===== config.mk =====
export PLATFORM = sky130hd
export DESIGN_NAME = rab_lookup_arb_flat
export DESIGN_NICKNAME = d
export VERILOG_FILES = /design/src/rtl/rab_lookup_arb_if.sv /design/src/rtl/rab_lookup_arb.sv /design/src/flat_wrapper.sv
export SDC_FILE = /design/constraint.sdc
export NUM_CORES = 1
export LEC_CHECK = 0
export ABC_AREA = 1
export BUFFER_PORTS_ARGS = -buffer_cell sky130_fd_sc_hd__buf_2
export CAP_MARGIN = 5
export CORE_MARGIN = 2
export CORE_UTILIZATION = 45
export DETAILED_ROUTE_END_ITERATION = 8
export PLACE_DENSITY = 0.76
export SETUP_SLACK_MARGIN = 0.1
export SYNTH_ARGS = -nofsm -noshare
export SYNTH_HDL_FRONTEND = slang
export SYNTH_SLANG_ARGS = --single-unit

===== constraint.sdc =====
create_clock -name axi4_aclk -period 5.7 [get_ports axi4_aclk]
set_clock_uncertainty 0.15 [all_clocks]
set_input_delay 1.14 -clock axi4_aclk [delete_from_list [all_inputs] [get_ports axi4_aclk]]
set_output_delay 1.14 -clock axi4_aclk [all_outputs]
set_load 0.01 [all_outputs]

===== src/rtl/rab_lookup_arb_if.sv =====
// Bundles the AR/AW request channels, the slice-lookup port and the result
// handshake of the remapping-unit lookup arbiter.
interface rab_lookup_arb_if #(
  parameter int N_SLICES        = 16,
  parameter int ADDR_WIDTH_VIRT = 32,
  parameter int ADDR_WIDTH_PHYS = 40,
  parameter int ID_WIDTH        = 4
);
  logic                       ar_valid;
  logic                       ar_ready;
  logic [ADDR_WIDTH_VIRT-1:0] ar_addr;
  logic [7:0]                 ar_len;
  logic [2:0]                 ar_size;
  logic [ID_WIDTH-1:0]        ar_id;

  logic                       aw_valid;
  logic                       aw_ready;
  logic [ADDR_WIDTH_VIRT-1:0] aw_addr;
  logic [7:0]                 aw_len;
  logic [2:0]                 aw_size;
  logic [ID_WIDTH-1:0]        aw_id;

  logic                       lu_rw;
  logic [ADDR_WIDTH_VIRT-1:0] lu_addr_min;
  logic [ADDR_WIDTH_VIRT-1:0] lu_addr_max;
  logic [N_SLICES-1:0]        lu_hit;
  logic [N_SLICES-1:0]        lu_prot;
  logic                       lu_multiple_hit;
  logic                       lu_master_select;
  logic [ADDR_WIDTH_PHYS-1:0] lu_out_addr;

  logic                       res_valid;
  logic                       res_ready;
  logic                       res_rw;
  logic [ID_WIDTH-1:0]        res_id;
  logic [ADDR_WIDTH_PHYS-1:0] res_addr;
  logic                       res_master_select;
  logic [1:0]                 res_err;

  // Arbiter side: consumes requests and lookup results, produces results.
  modport slave (
    input  ar_valid, ar_addr, ar_len, ar_size, ar_id,
    input  aw_valid, aw_addr, aw_len, aw_size, aw_id,
    input  lu_hit, lu_prot, lu_multiple_hit, lu_master_select, lu_out_addr,
    input  res_ready,
    output ar_ready, aw_ready,
    output lu_rw, lu_addr_min, lu_addr_max,
    output res_valid, res_rw, res_id, res_addr, res_master_select, res_err
  );

  // Environment side: address channels, lookup array and result consumer.
  modport master (
    output ar_valid, ar_addr, ar_len, ar_size, ar_id,
    output aw_valid, aw_addr, aw_len, aw_size, aw_id,
    output lu_hit, lu_prot, lu_multiple_hit, lu_master_select, lu_out_addr,
    output res_ready,
    input  ar_ready, aw_ready,
    input  lu_rw, lu_addr_min, lu_addr_max,
    input  res_valid, res_rw, res_id, res_addr, res_master_select, res_err
  );
endinterface


===== src/rtl/rab_lookup_arb.sv =====
// Round-robin AR/AW arbiter in front of the shared slice-lookup datapath:
// accept, look up for one cycle, then hold the classified result until consumed.
module rab_lookup_arb #(
  parameter int N_SLICES        = 16,
  parameter int ADDR_WIDTH_VIRT = 32,
  parameter int ADDR_WIDTH_PHYS = 40,
  parameter int ID_WIDTH        = 4
) (
  input logic              axi4_aclk,
  input logic              axi4_arstn,
  rab_lookup_arb_if.slave  bus
);
  localparam int EXT_W = ADDR_WIDTH_VIRT + 12;

  localparam logic [1:0] ERR_OK    = 2'd0;
  localparam logic [1:0] ERR_MISS  = 2'd1;
  localparam logic [1:0] ERR_PROT  = 2'd2;
  localparam logic [1:0] ERR_MULTI = 2'd3;

  typedef enum logic [1:0] {IDLE, LOOKUP, RESP} state_t;

  state_t state, state_nxt;
  logic   rr_last;   // 0 = AR, 1 = AW

  logic                       grant_vld, grant_aw, idle_ok, hs;
  logic [ADDR_WIDTH_VIRT-1:0] sel_addr;
  logic [7:0]                 sel_len;
  logic [2:0]                 sel_size;
  logic [ID_WIDTH-1:0]        sel_id;
  logic [ADDR_WIDTH_VIRT:0]   sel_range;
  logic [N_SLICES-1:0]        hit_vec, prot_vec;
  logic [1:0]                 lu_err;

  logic                       req_rw_p0, req_ovf_p0;
  logic [ID_WIDTH-1:0]        req_id_p0;
  logic [ADDR_WIDTH_VIRT-1:0] req_min_p0, req_max_p0;

  logic [ADDR_WIDTH_PHYS-1:0] res_addr_p1;
  logic                       res_ms_p1;
  logic [1:0]                 res_err_p1;

  // Returns {overflow, inclusive end address}; the span needs at most 16 bits.
  function automatic logic [ADDR_WIDTH_VIRT:0] calc_range(
    input logic [ADDR_WIDTH_VIRT-1:0] addr,
    input logic [7:0]                 len,
    input logic [2:0]                 size
  );
    logic [EXT_W-1:0] span;
    logic [EXT_W-1:0] last;
    span = (EXT_W'(len) + EXT_W'(1)) << size;
    last = EXT_W'(addr) + span - EXT_W'(1);
    return {|last[EXT_W-1:ADDR_WIDTH_VIRT], last[ADDR_WIDTH_VIRT-1:0]};
  endfunction

  function automatic logic [1:0] classify(
    input logic ovf, input logic multi, input logic any_hit, input logic any_prot
  );
    if (ovf)           return ERR_MISS;
    else if (multi)    return ERR_MULTI;
    else if (any_hit)  return ERR_OK;
    else if (any_prot) return ERR_PROT;
    else               return ERR_MISS;
  endfunction

  always_comb begin
    grant_vld = 1'b0;
    grant_aw  = 1'b0;
    if (bus.ar_valid && bus.aw_valid) begin
      grant_vld = 1'b1;
      grant_aw  = ~rr_last;
    end else if (bus.ar_valid) begin
      grant_vld = 1'b1;
    end else if (bus.aw_valid) begin
      grant_vld = 1'b1;
      grant_aw  = 1'b1;
    end
  end

  // Ready is gated by reset so nothing looks accepted while held in reset.
  assign idle_ok      = (state == IDLE) && axi4_arstn;
  assign hs           = idle_ok && grant_vld;
  assign bus.ar_ready = hs && !grant_aw;
  assign bus.aw_ready = hs && grant_aw;

  assign sel_addr  = grant_aw ? bus.aw_addr : bus.ar_addr;
  assign sel_len   = grant_aw ? bus.aw_len  : bus.ar_len;
  assign sel_size  = grant_aw ? bus.aw_size : bus.ar_size;
  assign sel_id    = grant_aw ? bus.aw_id   : bus.ar_id;
  assign sel_range = calc_range(sel_addr, sel_len, sel_size);

  assign hit_vec  = bus.lu_hit;
  assign prot_vec = bus.lu_prot;
  assign lu_err   = classify(req_ovf_p0, bus.lu_multiple_hit, |hit_vec, |prot_vec);

  always_comb begin
    state_nxt = state;
    case (state)
      IDLE:    if (hs) state_nxt = LOOKUP;
      LOOKUP:  state_nxt = RESP;
      RESP:    if (bus.res_ready) state_nxt = IDLE;
      default: state_nxt = IDLE;
    endcase
  end

  always_ff @(posedge axi4_aclk or negedge axi4_arstn) begin
    if (!axi4_arstn) state <= IDLE;
    else             state <= state_nxt;
  end

  // p0: request register, captured at acceptance
  always_ff @(posedge axi4_aclk or negedge axi4_arstn) begin
    if (!axi4_arstn) begin
      rr_last    <= 1'b1;
      req_rw_p0  <= 1'b0;
      req_ovf_p0 <= 1'b0;
      req_id_p0  <= '0;
      req_min_p0 <= '0;
      req_max_p0 <= '0;
    end else if (hs) begin
      rr_last    <= grant_aw;
      req_rw_p0  <= grant_aw;
      req_ovf_p0 <= sel_range[ADDR_WIDTH_VIRT];
      req_id_p0  <= sel_id;
      req_min_p0 <= sel_addr;
      req_max_p0 <= sel_range[ADDR_WIDTH_VIRT-1:0];
    end
  end

  // p1: lookup result, sampled at the end of the LOOKUP cycle
  always_ff @(posedge axi4_aclk or negedge axi4_arstn) begin
    if (!axi4_arstn) begin
      res_addr_p1 <= '0;
      res_ms_p1   <= 1'b0;
      res_err_p1  <= ERR_OK;
    end else if (state == LOOKUP) begin
      res_err_p1  <= lu_err;
      res_addr_p1 <= (lu_err == ERR_OK) ? bus.lu_out_addr : '0;
      res_ms_p1   <= (lu_err == ERR_OK) ? bus.lu_master_select : 1'b0;
    end
  end

  assign bus.lu_rw       = req_rw_p0;
  assign bus.lu_addr_min = req_min_p0;
  assign bus.lu_addr_max = req_max_p0;

  assign bus.res_valid         = (state == RESP);
  assign bus.res_rw            = req_rw_p0;
  assign bus.res_id            = req_id_p0;
  assign bus.res_addr          = res_addr_p1;
  assign bus.res_master_select = res_ms_p1;
  assign bus.res_err           = res_err_p1;
endmodule

===== src/flat_wrapper.sv =====
// flat-port wrapper written by rule: the top's interface ports become plain ports
module rab_lookup_arb_flat 
#(
  parameter int N_SLICES        = 16,
  parameter int ADDR_WIDTH_VIRT = 32,
  parameter int ADDR_WIDTH_PHYS = 40,
  parameter int ID_WIDTH        = 4
)
  (axi4_aclk, axi4_arstn, bus_ar_valid, bus_ar_addr, bus_ar_len, bus_ar_size, bus_ar_id, bus_aw_valid, bus_aw_addr, bus_aw_len, bus_aw_size, bus_aw_id, bus_lu_hit, bus_lu_prot, bus_lu_multiple_hit, bus_lu_master_select, bus_lu_out_addr, bus_res_ready, bus_ar_ready, bus_aw_ready, bus_lu_rw, bus_lu_addr_min, bus_lu_addr_max, bus_res_valid, bus_res_rw, bus_res_id, bus_res_addr, bus_res_master_select, bus_res_err);
  rab_lookup_arb_if #(.N_SLICES(N_SLICES), .ADDR_WIDTH_VIRT(ADDR_WIDTH_VIRT), .ADDR_WIDTH_PHYS(ADDR_WIDTH_PHYS), .ID_WIDTH(ID_WIDTH)) bus_i ();
  input logic axi4_aclk;
  input logic axi4_arstn;
  input wire logic [$bits(bus_i.ar_valid)-1:0] bus_ar_valid;
  input wire logic [$bits(bus_i.ar_addr)-1:0] bus_ar_addr;
  input wire logic [$bits(bus_i.ar_len)-1:0] bus_ar_len;
  input wire logic [$bits(bus_i.ar_size)-1:0] bus_ar_size;
  input wire logic [$bits(bus_i.ar_id)-1:0] bus_ar_id;
  input wire logic [$bits(bus_i.aw_valid)-1:0] bus_aw_valid;
  input wire logic [$bits(bus_i.aw_addr)-1:0] bus_aw_addr;
  input wire logic [$bits(bus_i.aw_len)-1:0] bus_aw_len;
  input wire logic [$bits(bus_i.aw_size)-1:0] bus_aw_size;
  input wire logic [$bits(bus_i.aw_id)-1:0] bus_aw_id;
  input wire logic [$bits(bus_i.lu_hit)-1:0] bus_lu_hit;
  input wire logic [$bits(bus_i.lu_prot)-1:0] bus_lu_prot;
  input wire logic [$bits(bus_i.lu_multiple_hit)-1:0] bus_lu_multiple_hit;
  input wire logic [$bits(bus_i.lu_master_select)-1:0] bus_lu_master_select;
  input wire logic [$bits(bus_i.lu_out_addr)-1:0] bus_lu_out_addr;
  input wire logic [$bits(bus_i.res_ready)-1:0] bus_res_ready;
  output wire logic [$bits(bus_i.ar_ready)-1:0] bus_ar_ready;
  output wire logic [$bits(bus_i.aw_ready)-1:0] bus_aw_ready;
  output wire logic [$bits(bus_i.lu_rw)-1:0] bus_lu_rw;
  output wire logic [$bits(bus_i.lu_addr_min)-1:0] bus_lu_addr_min;
  output wire logic [$bits(bus_i.lu_addr_max)-1:0] bus_lu_addr_max;
  output wire logic [$bits(bus_i.res_valid)-1:0] bus_res_valid;
  output wire logic [$bits(bus_i.res_rw)-1:0] bus_res_rw;
  output wire logic [$bits(bus_i.res_id)-1:0] bus_res_id;
  output wire logic [$bits(bus_i.res_addr)-1:0] bus_res_addr;
  output wire logic [$bits(bus_i.res_master_select)-1:0] bus_res_master_select;
  output wire logic [$bits(bus_i.res_err)-1:0] bus_res_err;
  assign bus_i.ar_valid = bus_ar_valid;
  assign bus_i.ar_addr = bus_ar_addr;
  assign bus_i.ar_len = bus_ar_len;
  assign bus_i.ar_size = bus_ar_size;
  assign bus_i.ar_id = bus_ar_id;
  assign bus_i.aw_valid = bus_aw_valid;
  assign bus_i.aw_addr = bus_aw_addr;
  assign bus_i.aw_len = bus_aw_len;
  assign bus_i.aw_size = bus_aw_size;
  assign bus_i.aw_id = bus_aw_id;
  assign bus_i.lu_hit = bus_lu_hit;
  assign bus_i.lu_prot = bus_lu_prot;
  assign bus_i.lu_multiple_hit = bus_lu_multiple_hit;
  assign bus_i.lu_master_select = bus_lu_master_select;
  assign bus_i.lu_out_addr = bus_lu_out_addr;
  assign bus_i.res_ready = bus_res_ready;
  assign bus_ar_ready = bus_i.ar_ready;
  assign bus_aw_ready = bus_i.aw_ready;
  assign bus_lu_rw = bus_i.lu_rw;
  assign bus_lu_addr_min = bus_i.lu_addr_min;
  assign bus_lu_addr_max = bus_i.lu_addr_max;
  assign bus_res_valid = bus_i.res_valid;
  assign bus_res_rw = bus_i.res_rw;
  assign bus_res_id = bus_i.res_id;
  assign bus_res_addr = bus_i.res_addr;
  assign bus_res_master_select = bus_i.res_master_select;
  assign bus_res_err = bus_i.res_err;
  rab_lookup_arb #(.N_SLICES(N_SLICES), .ADDR_WIDTH_VIRT(ADDR_WIDTH_VIRT), .ADDR_WIDTH_PHYS(ADDR_WIDTH_PHYS), .ID_WIDTH(ID_WIDTH)) u_core (.axi4_aclk(axi4_aclk), .axi4_arstn(axi4_arstn), .bus(bus_i));
endmodule

==> flow_summary_export.csv <==
group,metric,value,unit
routing,wire_per_inst,15.6,um
worst_setup_path,cp-endpoint,"u_core.bus.lu_addr_max[14]",
synthesis,ys_warn_count,0,
worst_setup_path,reg2reg_from,"u_core.rr_last",
power,p_leak,0.00579,uW
worst_setup_path,critPathCaptureType,"flop",
routing,dr.pass1.iters,5,
outcome,outcome,"finished clean",
die,die_area,0.0187,mm^2
clocking,cts-hold-fix-buffers,0,
power,netSwitchingFraction,0.424,
power,comb_power_share,0.472,
die,start_util,0.459,
global_routing,grt_pass1_vias,7879,
clocking,cts-resized-gates,0,
power,p_seq_frac,0.283,
timing,relSlewSlack,0.280,
routing,num_vias,8371,
place,portBuffers,288,
routing,vias_per_cell,5.11,
place,globalplace.congestion,0.969,
die,rows,48,
clocking,clock-sinks,116,
synthesis,ys_types,45,
timing,hold_viol,0,
global_routing,grt_max_degree,120,
worst_setup_path,reg2reg_to,"u_core.bus.lu_addr_max[14]",
timing,min_period,4.88,ns
clocking,root_buffer,"clkbuf_16",
die,die_h,137,um
power,powerDensity,463,mW/mm^2
synthesis,synth_nets,1347,
clocking,clkLatencyLatePin,0.42,ns
timing,tns,0,ns
synthesis,ys_ff_latch,116,
synthesis,synth-main-ff-cell,"dfrtp_1",
timing,tightestPinTransition,1.08,ns
cells_and_area,fill_cells,1636,
clocking,cts_buffer_depth,2,
power,power.total,4710,uW
worst_setup_path,critPathMaxFanout,51,
routing,drt_iter0_markers,528,
routing,ant_nets,0,
cells_and_area,nets,1624,
timing,slew_violations,0,
global_routing,antenna_found_initial,1,
timing,fin_crit_sh,0.857,
routing,wl,25600,um
clocking,cts_inserted_buffers,17,
synthesis,syn_inst,1123,
global_routing,grt_overflow_total,0,
power,p_int,2710,uW
clocking,clk_pin_slew,0.06,ns
power,p_sw,2000,uW
min_path,hp-class,"flop to flop",
global_routing,grt_pass1_wl,39900,um
worst_setup_path,crit_required,5.85,ns
worst_setup_path,crit_path_start_kind,"primary input",
power,peakVddDrop,0.000280,V
synthesis,synthArstFlopShare,1.00,
timing,setup_violations,0,
synthesis,postSynthAreaPerCell,7.07,um^2
cells_and_area,layout_commonest_cell,"nand2_1",
die,die_w,137,um
worst_setup_path,critPathLaunch,"bus_aw_valid",
clocking,cts_setup_buffers,0,
power,pwr-share-clk,0.245,
global_routing,track_usage,0.273,
routing,drc,0,
synthesis,synth_area,0.00794,mm^2
die,pin_count,289,
worst_setup_path,r2r_slack,1.14,ns
cells_and_area,drive_gt1_frac,0.261,
cells_and_area,most-common-layout-cells,"364 x nand2_1, 287 x buf_2, 124 x nand3_1",
clocking,htreeDepth,4,
timing,timing.hold.ws,0.324,ns
place,dp_hpwl,19800,um
worst_setup_path,reg2regPathDepth,22,
synthesis,ys_seq_area_frac,0.366,
timing,fmax,0.205,GHz
die,coreArea,0.0173,mm^2
worst_setup_path,crit_arrival,5.03,ns
synthesis,synth_edf_count,0,
worst_setup_path,crit_type,"primary input to flop",
cells_and_area,layout-area-overhead-vs-synth,28.1,%
timing,rsz0062_at_grt,"false",
run,max_cap_viol_count,0,
clocking,cts_tree,"yes",
-- sequential cells by signal, indices dropped and copies added (netlist names) --
signal / flops
u_core.bus.lu_rw: 1
u_core.bus.res_err: 2
u_core.bus.res_addr: 40
u_core.bus.lu_addr_max: 32
u_core.req_ovf_p0: 1
u_core.bus.res_id: 4
u_core.bus.lu_addr_min: 32
u_core.rr_last: 1
u_core.bus.res_master_select: 1
u_core.state: 2
-- worst min-delay path by stage --
stage | start | endpoint | depth (start not counted)
floorplan | u_core.rr_last | u_core.rr_last | 2
global placement | u_core.bus.lu_addr_max[1] | u_core.bus.lu_addr_max[1] | 2
detailed placement | u_core.bus.lu_addr_max[2] | u_core.bus.lu_addr_max[2] | 2
CTS | u_core.bus.lu_addr_max[2] | u_core.bus.lu_addr_max[2] | 2
global route | u_core.bus.res_addr[10] | u_core.bus.res_addr[10] | 2
finish | u_core.bus.lu_addr_max[2] | u_core.bus.lu_addr_max[2] | 2
-- worst max-delay path, stage by stage --
cell and delay, ns:
buf_2 0.25, nand2_8 0.27, o21ai_1 0.43, inv_1 0.11
ha_1 0.22, nand3_2 0.12, nor2_2 0.06, nand3_1 0.08
nand3_1 0.12, nand3_1 0.10, nand2_1 0.07, nand2_1 0.07
nand2_1 0.06, ha_1 0.27, inv_1 0.04, ha_1 0.35
a21oi_1 0.22, o21ai_0 0.15, a21oi_1 0.16, nand2_1 0.20
or2_2 0.33, nand3_1 0.13, nand2_1 0.07
-- cells by family (layout without fill, tap and decap cells) --
family,count (synthesis),after routing,share of synthesized area
simple gates,611,611,0.331
fa+ha+maj,51,51,0.0813
mux,16,16,0.0202
compound gates,152,152,0.101
flops,116,116,0.366
other cells,0,1,0
xor+xnor,14,14,0.0155
buf+inv,163,452,0.0847
-- area by class of cell --
class / instances / area [um^2] / share of cell area
Clock inverter: 14 / 200 / 0.0197
Sequential cell: 116 / 2900 / 0.286
Multi-Input combinational cell: 844 / 4380 / 0.431
Antenna cell: 1 / 2.50 / 0.000246
Timing Repair Buffer: 296 / 1500 / 0.148
Clock buffer: 17 / 425 / 0.0418
Tap cell: 225 / 282 / 0.0277
Inverter: 125 / 473 / 0.0465
-- Yosys cell counts (2+ instances only) --
library cell	count	area, um^2
a21boi_0	2	15.0
a21o_1	2	15.0
a21oi_1	41	205
buf_2	15	75.1
buf_4	4	30.0
clkbuf_1	17	63.8
dfrtp_1	115	2880
ha_1	50	626
inv_1	121	454
inv_2	2	7.51
mux2i_1	16	160
nand2_1	364	1370
nand2_2	3	18.8
nand3_1	125	626
nand3b_1	6	45.0
nand4_1	2	12.5
nor2_1	63	236
nor2_2	3	18.8
nor3_1	7	35.0
nor4_1	7	43.8
o211ai_1	2	15.0
o21ai_0	96	480
o21ai_1	3	15.0
o21ai_2	2	17.5
o21bai_1	2	15.0
or2_1	4	25.0
or2_2	19	119
xnor2_1	12	105
xor2_1	2	17.5
-- power by group through the flow --
stage | Clock, uW | Combinational (uW) | Sequential [uW]
after floorplan | 0 | 1240 | 1490
after global placement | 0 | 2170 | 1330
after detailed placement | 0 | 2200 | 1340
after CTS | 1180 | 2220 | 1330
after global routing | 1210 | 2510 | 1370
final | 1150 | 2220 | 1330
-- routing by layer --
layer,vias up,wire length [um],global-route usage
li1,4179,-,-
met1,3821,11200,0.358
met2,321,11800,0.438
met3,50,1830,0.0567
met4,0,718,0.115
met5,-,0,0
-- metrics by stage --
step / cells / worst slack [ns] / instance area (um^2) / utilization
6_report: 1638 / 0.816 / 10200 / 0.588
5_1_grt: 1638 / 0.478 / 10200 / 0.588
4_1_cts: 1637 / 0.924 / 10200 / 0.588
3_5_place_dp: 1606 / 0.512 / 9540 / 0.552
3_3_place_gp: 1606 / 0.623 / 9540 / 0.552
2_1_floorplan: 1123 / 1.44 / 7940 / -
Note: power is estimated with default switching activity, not from simulation.
